<file path="src/rtl/frame_load_ctrl.sv">
// frame_load_ctrl
//   Sequences one image load from the byte parser into the frame buffer.
//   Arms/re-arms the parser via parser_reset, validates the parsed image
//   dimensions, and writes each RGB pixel (packed to RGB444) to a linear
//   frame-buffer address. Reports completion, size errors and stalls.
//
// Ports
//   clk                in  1       system clock
//   reset_n            in  1       synchronous reset, active-low
//   start              in  1       1-cycle pulse: (re)arm a frame load
//   height, width      in  16      parsed image dimensions
//   dimension_received in  1       parser header complete (level)
//   one_byte_ready     in  1       parser pixel strobe (1 cycle)
//   data_r/g/b         in  8       parser pixel, valid with one_byte_ready
//   parser_reset       out 1       active-high reset to the parser
//   fb_we              out 1       frame-buffer write enable (1-cycle pulse)
//   fb_addr            out ADDR_W  frame-buffer write address
//   fb_wdata           out 12      {r[7:4], g[7:4], b[7:4]}
//   pixel_count        out ADDR_W  pixels written this frame
//   busy               out 1       loading in progress (WAIT_DIM/CHECK/LOAD)
//   frame_done         out 1       frame fully written (level)
//   err_size           out 1       dimensions rejected (sticky)
//   err_timeout        out 1       pixel stream stalled (sticky)
module frame_load_ctrl #(
  parameter int ADDR_W      = 17,
  parameter int MAX_PIXELS  = 76800,
  parameter int TIMEOUT_CYC = 1_000_000
) (
  input  logic              clk,
  input  logic              reset_n,
  input  logic              start,
  input  logic [15:0]       height,
  input  logic [15:0]       width,
  input  logic              dimension_received,
  input  logic              one_byte_ready,
  input  logic [7:0]        data_r,
  input  logic [7:0]        data_g,
  input  logic [7:0]        data_b,
  output logic              parser_reset,
  output logic              fb_we,
  output logic [ADDR_W-1:0] fb_addr,
  output logic [11:0]       fb_wdata,
  output logic [ADDR_W-1:0] pixel_count,
  output logic              busy,
  output logic              frame_done,
  output logic              err_size,
  output logic              err_timeout
);

  typedef enum logic [2:0] {
    S_IDLE     = 3'd0,
    S_WAIT_DIM = 3'd1,
    S_CHECK    = 3'd2,
    S_LOAD     = 3'd3,
    S_DONE     = 3'd4,
    S_ERROR    = 3'd5
  } state_t;

  localparam int                 TIMER_W    = $clog2(TIMEOUT_CYC + 1);
  localparam logic [TIMER_W-1:0] TIMER_LAST = TIMER_W'(TIMEOUT_CYC - 1);
  localparam logic [31:0]        MAX_TOTAL  = 32'(MAX_PIXELS);

  state_t             state_r;
  logic [31:0]        total_r;
  logic [TIMER_W-1:0] timer_r;
  logic               skid_valid_r;
  logic [11:0]        skid_data_r;

  logic [11:0] pixel_packed;
  logic [31:0] count_next;
  logic        unused_low_bits;

  assign pixel_packed    = {data_r[7:4], data_g[7:4], data_b[7:4]};
  assign count_next      = 32'(pixel_count) + 32'd1;
  assign unused_low_bits = ^{data_r[3:0], data_g[3:0], data_b[3:0]};

  // Load sequencer: state, counters, skid entry and all registered outputs.
  always_ff @(posedge clk) begin
    if (!reset_n) begin
      state_r      <= S_IDLE;
      total_r      <= 32'd0;
      timer_r      <= '0;
      skid_valid_r <= 1'b0;
      skid_data_r  <= 12'd0;
      parser_reset <= 1'b1;
      fb_we        <= 1'b0;
      fb_addr      <= '0;
      fb_wdata     <= 12'd0;
      pixel_count  <= '0;
      busy         <= 1'b0;
      frame_done   <= 1'b0;
      err_size     <= 1'b0;
      err_timeout  <= 1'b0;
    end else begin
      fb_we <= 1'b0;
      if (start) begin
        // Start always wins, including over a final pixel strobe. The parser
        // is pulsed only when aborting a load that was already under way.
        state_r      <= S_WAIT_DIM;
        parser_reset <= (state_r == S_WAIT_DIM) || (state_r == S_CHECK) ||
                        (state_r == S_LOAD);
        busy         <= 1'b1;
        pixel_count  <= '0;
        timer_r      <= '0;
        skid_valid_r <= 1'b0;
        frame_done   <= 1'b0;
        err_size     <= 1'b0;
        err_timeout  <= 1'b0;
      end else begin
        case (state_r)
          S_IDLE: begin
            parser_reset <= 1'b1;
            busy         <= 1'b0;
          end
          S_WAIT_DIM: begin
            parser_reset <= 1'b0;
            if (dimension_received) begin
              total_r <= 32'(height) * 32'(width);
              state_r <= S_CHECK;
            end
          end
          S_CHECK: begin
            parser_reset <= 1'b0;
            if ((total_r == 32'd0) || (total_r > MAX_TOTAL)) begin
              state_r      <= S_ERROR;
              err_size     <= 1'b1;
              parser_reset <= 1'b1;
              busy         <= 1'b0;
              skid_valid_r <= 1'b0;
            end else begin
              // A pixel arriving while dimensions are checked is parked here.
              state_r      <= S_LOAD;
              timer_r      <= '0;
              skid_valid_r <= one_byte_ready;
              skid_data_r  <= pixel_packed;
            end
          end
          S_LOAD: begin
            parser_reset <= 1'b0;
            if (skid_valid_r || one_byte_ready) begin
              // The skid pixel is older, so it goes first; a simultaneous new
              // strobe takes its place in the skid for the next cycle.
              fb_we        <= 1'b1;
              fb_addr      <= pixel_count;
              fb_wdata     <= skid_valid_r ? skid_data_r : pixel_packed;
              pixel_count  <= pixel_count + ADDR_W'(1);
              skid_valid_r <= skid_valid_r && one_byte_ready;
              skid_data_r  <= pixel_packed;
              timer_r      <= one_byte_ready ? '0 : timer_r + TIMER_W'(1);
              if (count_next == total_r) begin
                state_r      <= S_DONE;
                busy         <= 1'b0;
                parser_reset <= 1'b1;
                skid_valid_r <= 1'b0;
              end
            end else if (timer_r == TIMER_LAST) begin
              state_r      <= S_ERROR;
              err_timeout  <= 1'b1;
              busy         <= 1'b0;
              parser_reset <= 1'b1;
            end else begin
              timer_r <= timer_r + TIMER_W'(1);
            end
          end
          S_DONE: begin
            frame_done   <= 1'b1;
            parser_reset <= 1'b1;
            busy         <= 1'b0;
          end
          S_ERROR: begin
            parser_reset <= 1'b1;
            busy         <= 1'b0;
          end
          default: begin
            state_r      <= S_IDLE;
            parser_reset <= 1'b1;
            busy         <= 1'b0;
          end
        endcase
      end
    end
  end

endmodule

</file>
<file path="config.mk">
export PLATFORM = sky130hd
export DESIGN_NAME = frame_load_ctrl
export DESIGN_NICKNAME = d
export VERILOG_FILES = /design/src/rtl/frame_load_ctrl.sv
export SDC_FILE = /design/constraint.sdc
export NUM_CORES = 1
export LEC_CHECK = 0
export BUFFER_PORTS_ARGS = -buffer_cell sky130_fd_sc_hd__buf_4
export CORE_UTILIZATION = 55
export DETAILED_ROUTE_END_ITERATION = 6
export PLACE_DENSITY = 0.86
export SKIP_LAST_GASP = 1
export SLEW_MARGIN = 20
export SYNTH_ARGS = -nofsm -noshare
export SYNTH_HDL_FRONTEND = slang
export SYNTH_SLANG_ARGS = --single-unit
export TNS_END_PERCENT = 50
</file>
<file path="constraint.sdc">
create_clock -name clk -period 5.9 [get_ports clk]
set_input_delay 0.295 -clock clk [delete_from_list [all_inputs] [get_ports clk]]
set_output_delay 0.295 -clock clk [all_outputs]
set_load 0.03 [all_outputs]
</file>
==> results of run 1 <==
==> power breakdown <==
| group | internal, W | switching [W] | total (W) |
|---|---|---|---|
| clock network | 0.000633 | 0.000388 | 0.00102 |
| registers | 0.000873 | 0.0000624 | 0.000935 |
| logic | 0.00358 | 0.00441 | 0.00799 |
==> state kept, by name (all words and copies together) (netlist names), 3 cells and up <==
| register | cells |
|---|---|
| pixel_count | 17 |
| skid_data_r | 12 |
| timer_r | 20 |
| state_r | 3 |
| total_r | 32 |
| fb_wdata | 12 |
| fb_addr | 17 |
==> cells in the final DEF (no fill, tap or decap), types with 5 or more instances in the layout <==
master      count
a211oi_1       20
and2_1        116
clkinvlp_4      6
o21bai_1        6
or4_1           5
o2111ai_1       5
xor2_1         26
nand4_1        14
and4_1          5
o211ai_1        6
or3_1          15
nor2b_1         7
dfxtp_1       120
inv_1         252
ha_1          106
nor4b_1         6
a21oi_1        77
a31oi_1         9
o21a_1          5
clkbuf_16      17
xnor2_1        42
a21o_1          7
o21ai_0        40
nand3_1        42
nor4_1         19
and3_1          7
nor2_1         88
nor3_1         19
fa_1          194
mux2i_1        25
buf_4         207
nand2_1       248
==> layout make-up <==
class,instances,area (um^2),share of cell area
Multi-Input combinational cell,1228,10540,0.6400
Clock inverter,14,150.1,0.009113
Tap cell,330,412.9,0.02506
Inverter,254,953.4,0.05787
Clock buffer,18,439.2,0.02666
Sequential cell,120,2402,0.1458
Timing Repair Buffer,208,1574,0.09553
==> worst register-to-register path, stage by stage, from the launching register on <==
cell	delay [ps]
dfxtp_1	350
or4_1	540
nor4_1	380
o21a_1	270
o221ai_2	400
nor3_4	790
mux2i_1	270
nor2_1	70
==> kinds of logic after synthesis <==
logic type,synth area share
flops,0.1695
xor+xnor,0.04201
mux,0.01765
fa+ha+maj,0.3675
simple gates,0.2123
compound gates,0.1002
buf+inv,0.09091
==> metal layers <==
layer	wire (um)	up-vias	global-route usage
met3	2122	112	0.04482
met5	0	-	0
met2	17700	481	0.4866
met4	923	0	0.09643
li1	-	5722	-
met1	14430	6070	0.3606
==> through the flow <==
step	hold slack, ps	utilization	power [W]	setup slack [ps]	setup TNS (ps)
2_1_floorplan	431.8	-	0.005980	1.373	0
3_3_place_gp	442.5	0.6275	0.008451	-132.9	-563.7
3_5_place_dp	448.5	0.6277	0.008616	-262.9	-1182
4_1_cts	122.4	0.6511	0.009706	143.8	0
5_1_grt	142.7	0.6524	0.01101	-42.41	-58.23
6_report	124.4	0.6524	0.009947	183.4	0
==> synth_stat cells (all sizes together) (4+ instances only) <==
master	instances	share of area
inv	253	0.067
nand2	248	0.066
fa	194	0.27
dfxtp	120	0.17
and2	116	0.051
ha	106	0.094
nor2	89	0.024
a21oi	80	0.028
clkbuf	74	0.020
o21ai	44	0.016
nand3	42	0.015
xnor2	42	0.026
xor2	26	0.016
mux2i	25	0.018
a211oi	20	0.011
nor3	20	0.0074
nor4	20	0.0088
or3	17	0.0079
nand4	15	0.0071
buf	11	0.0041
a31oi	9	0.0040
a21o	7	0.0037
and3	7	0.0031
nor2b	7	0.0031
o211ai	7	0.0041
nor4b	6	0.0037
o2111ai	6	0.0049
o21bai	6	0.0032
and4	5	0.0031
o21a	5	0.0026
o221ai	5	0.0035
or2	5	0.0022
or4	5	0.0026
a2111oi	4	0.0029
nand2b	4	0.0018
nor3b	4	0.0021
==> worst max path at each step <==
stage / to
after floorplan: total_r[25]
after global placement: total_r[25]
after detailed placement: total_r[23]
after CTS: total_r[23]
after global routing: total_r[30]
final: total_r[30]
==> what timing repair did <==
item | in CTS | in global routing
endpoints found under the setup margin | 0 | 7
gates resized for setup | 0 | 7
endpoints found under the hold margin | 0 | 0
==> results.toml, run 1 <==
[global_route]
grt_pass1_vias = 13010
grt_max_degree = 63
overflow = 0
track_usage = 0.2826
grt_pass1_wl_um = 60880
antenna_found_initial = 0

[cts]
post_cts_buffers = 0
numClockSinks = 120
cts_buffers = 17
htreeDepth = 4
clkSlewWorstSetupHoldPaths_ps = 60
clk_latency_ps = 420
tritoncts = "built"
clockBufferDepth = 2
ctsHoldBuffers = 0
cts_root_buf = "clkbuf_16"

[placement]
place_hpwl_um = 27830
place_inst = 2140
numPortBuffers = 100
globalplace.congestion = 0.8888
placed_area_um2 = 15850

[route]
vias_per_cell = 5.702
routedWlPerCell_um = 16.19
vias = 12390
postRouteAntennaNets = 0
drc = 0
wl_um = 35170
drtIter0Drc = 1039
drt-pass1-iter-count = 6

[yosys]
synthesis.nets = 2048
postSynthCellCount = 1687
synth-seq-cells = 120
synth_sequential_area_ratio = 0.1695
synth.distinct_cells = 73
synth_flop_cell = "dfxtp_1"
synth-edff-count = 0
yosysWarnings = 0
syn_avg_cell_area_um2 = 8.403
synth_area_um2 = 14180
ys_async_sr_fraction = 0

[setup_path]
path_delay_family = "adder cells"
r2r_start = "total_r[0]"
critPathBufInv = 8
max_stage_delay_ps = 550
arrival_ps = 6020
crit_fanout = 9
cp_slowest_cell = "fa_1"
crit_top_cell = "fa_1"
path_class = "in -> reg"
path_depth = 23
reg2regPathDepth = 7
worstPathRequired_ps = 6200
worstSetupEndpointType = "flip-flop"
setup.worst_path.start = "width[6]"
crit_chain = "buf_4 > and2_1 > fa_1 > inv_1 > fa_1 > fa_1 > inv_1 > fa_1 > fa_1 > inv_1 > fa_1 > inv_1 > ha_1 > buf_4 > nand3_1 > a21oi_2 > o32ai_1 > buf_4 > o41a_1 > a311oi_2 > buf_4 > mux2i_1 > a21oi_1"
cp-start-kind = "input port"
reg2reg_to = "skid_data_r[0]"
regToRegSetupSlack_ps = 2680

[finish]
syn_to_final_growth_pct = 16.22
diodes = 0
layout-drive-gt1-share = 0.1455
fillers = 1934
post-route-cell-area_um2 = 16480
stdcell_count = 2172
fin_nets = 2190

[worst_hold_path]
hold_path_depth = 3
hold_path.class = "in -> reg"
min_from = "data_r[4]"
hold_end = "skid_data_r[8]"

[floorplanning]
die_area_um2 = 26420
fp.dieW_um = 162.5
die_h_um = 162.5
io_pins = 113
core_um2 = 25250
initial_core_util = 0.5613
rows = 58

[power]
p_per_area_nw_per_um2 = 603.7
ir_worst_vdd_mv = 0.7554
power_leakage_nw = 7.563

[timing]
finalCriticalPeriod_ps = 5717
drv_slew = 0
slew_headroom = 0.3406
fmax_ghz = 0.1749
clock_skew_ps = 6.226
setup_viol_count_final = 0
worst_slew_pin_slew_ps = 989.2
period_share = 0.9689
rsz0062_at_grt = "yes"
hold_viol_final = 0

[job]
cap_viol_max_count = 0

[status]
status = "finished, final reports clean"
Note: power is estimated with default switching activity, not from simulation.
==> inputs of run 2 (changes only) <==
Settings changed: SETUP_SLACK_MARGIN from default to 0.5.
==> results.toml, run 2 (synthesis gave the netlist of run 1 again) <==
[status]
status = "finished, final reports clean"

[cts]
cts_root_buf = "clkbuf_16"
clkSlewWorstSetupHoldPaths_ps = 50
cts_buffers = 17
clk_latency_ps = 410
tritoncts = "built"
htreeDepth = 4
clockBufferDepth = 2
numClockSinks = 120
ctsHoldBuffers = 0

[setup_path]
path_delay_family = "adder cells"
arrival_ps = 5690
r2r_start = "total_r[18]"
regToRegSetupSlack_ps = 2690
worstSetupEndpointType = "flip-flop"
cp_slowest_cell = "fa_1"
path_depth = 18
max_stage_delay_ps = 560
critPathBufInv = 4
path_class = "in -> reg"
crit_top_cell = "fa_1"
crit_chain = "buf_4 > nand2_1 > fa_1 > inv_1 > fa_1 > inv_1 > fa_1 > inv_1 > fa_1 > fa_1 > ha_1 > ha_1 > and2_1 > nand3_1 > o41a_1 > a311oi_2 > mux2i_1 > a21oi_1"
worstPathRequired_ps = 6170
reg2reg_to = "skid_data_r[11]"
reg2regPathDepth = 7
crit_fanout = 16
cp-start-kind = "input port"

[global_route]
grt_max_degree = 53
antenna_found_initial = 0
track_usage = 0.2744
overflow = 0
grt_pass1_vias = 12550
grt_pass1_wl_um = 58510

[worst_hold_path]
hold_end = "skid_data_r[10]"
min_from = "data_r[6]"
hold_path.class = "in -> reg"
hold_path_depth = 3

[timing]
hold_viol_final = 0
holdWs_ps = 136.6
slew_headroom = 0.3229
period_share = 0.9181
fin_ws_ps = 483.4
drv_slew = 0
worst_slew_pin_slew_ps = 1016
clock_skew_ps = 7.135
setup_tns_ps = 0
rsz0062_at_grt = "yes"
finalCriticalPeriod_ps = 5417
fmax_ghz = 0.1846
setup_viol_count_final = 0

[route]
vias = 12390
drtIter0Drc = 807
wl_um = 36370
routedWlPerCell_um = 17.41
postRouteAntennaNets = 0
drt-pass1-iter-count = 6
drc = 0
vias_per_cell = 5.929

[power]
power_frac_comb = 0.827
swShare = 0.5045
p_per_area_nw_per_um2 = 669.8
seqPwrFrac = 0.085
power.switching_w = 0.005533
clkPwrFrac = 0.087
ir_worst_vdd_mv = 1.006
total_power_w = 0.01097
p_int_w = 0.005435
power_leakage_nw = 7.241

[floorplanning]
io_pins = 113
rows = 58
die_area_um2 = 26420
initial_core_util = 0.5613
die_h_um = 162.5
fp.dieW_um = 162.5
core_um2 = 25250

[job]
cap_viol_max_count = 0

[finish]
multiInputGateArea_um2 = 10990
largest_register_ffs = 32
syn_to_final_growth_pct = 15.51
layout-drive-gt1-share = 0.1416
final_common_cell = "inv_1"
layout_common_cells = "246 x inv_1, 244 x nand2_1, 184 x fa_1, 120 x dfxtp_1, 108 x buf_4"
regMostFlops = "total_r"
regArea_um2 = 2402
fillers = 1897
diodes = 0
largest_registers = "total_r: 32 flops, timer_r: 20 flops"
fin_nets = 2109

[placement]
place_hpwl_um = 26240
globalplace.congestion = 0.9088
pre_cts_ws_ps = -46.69
numPortBuffers = 100
run 2: cell types whose count changed in the layout (fill, tap and decap cells not counted), moves of 6 or more:
cell	before	now
inv_1	252	246
fa_2	0	10
and2_4	0	14
and2_1	116	102
buf_6	0	13
buf_4	207	108
ha_1	106	91
ha_4	0	13
fa_1	194	184
inv_2	2	8
run 2: stage by stage:
| stage | area [um^2] | util | cells |
|---|---|---|---|
| 6_report | 16370 | 0.6484 | 2089 |
| 3_5_place_dp | 15370 | 0.6087 | 2046 |
| 3_3_place_gp | 15370 | 0.6085 | 2046 |
| 5_1_grt | 16370 | 0.6484 | 2089 |
| 4_1_cts | 15940 | 0.6310 | 2076 |
| 2_1_floorplan | 14500 | - | 1687 |
run 2: power by group through the flow:
stage	sequential [W]	clock (W)	combinational, W
2_1_floorplan	0.000930	0	0.00595
3_3_place_gp	0.000946	0	0.00737
3_5_place_dp	0.000947	0	0.00762
4_1_cts	0.000932	0.000966	0.00778
5_1_grt	0.000941	0.000999	0.00994
6_report	0.000937	0.000958	0.00907
run 2: tightest hold or removal path, cell delays in order:
cell     delay [ps]
buf_4            80
mux2i_1          60
nor2_1           70
run 2: how the worst max path moves through the flow:
stage / startpoint / to / slack (ps)
6_report: width[15] / total_r[30] / 480
5_1_grt: width[15] / total_r[30] / 350
4_1_cts: height[6] / total_r[30] / 400
3_5_place_dp: height[6] / total_r[23] / -50
3_3_place_gp: width[6] / total_r[30] / 130
2_1_floorplan: width[15] / total_r[30] / 500
run 2: layer usage:
layer / vias to the layer above / part of all wire / GRT usage
met5: - / 0 / 0
met1: 6086 / 0.37 / 0.3206
li1: 5567 / - / -
met2: 575 / 0.52 / 0.4893
met4: 0 / 0.044 / 0.1270
met3: 158 / 0.072 / 0.04686
run 2: area by class of cell:
| class | instances | share of cell area |
|---|---|---|
| Inverter | 254 | 0.05823 |
| Tap cell | 330 | 0.02522 |
| Multi-Input combinational cell | 1228 | 0.6711 |
| Clock inverter | 7 | 0.004355 |
| Sequential cell | 120 | 0.1467 |
| Clock buffer | 23 | 0.02919 |
| Timing Repair Buffer | 127 | 0.06518 |
run 2: repair_timing:
item	in CTS	in global routing
pin swaps	0	39
buffers inserted	0	13
gates cloned	0	0
setup endpoints to repair	5	13
hold endpoints to repair	0	0
gates resized for setup	3	71
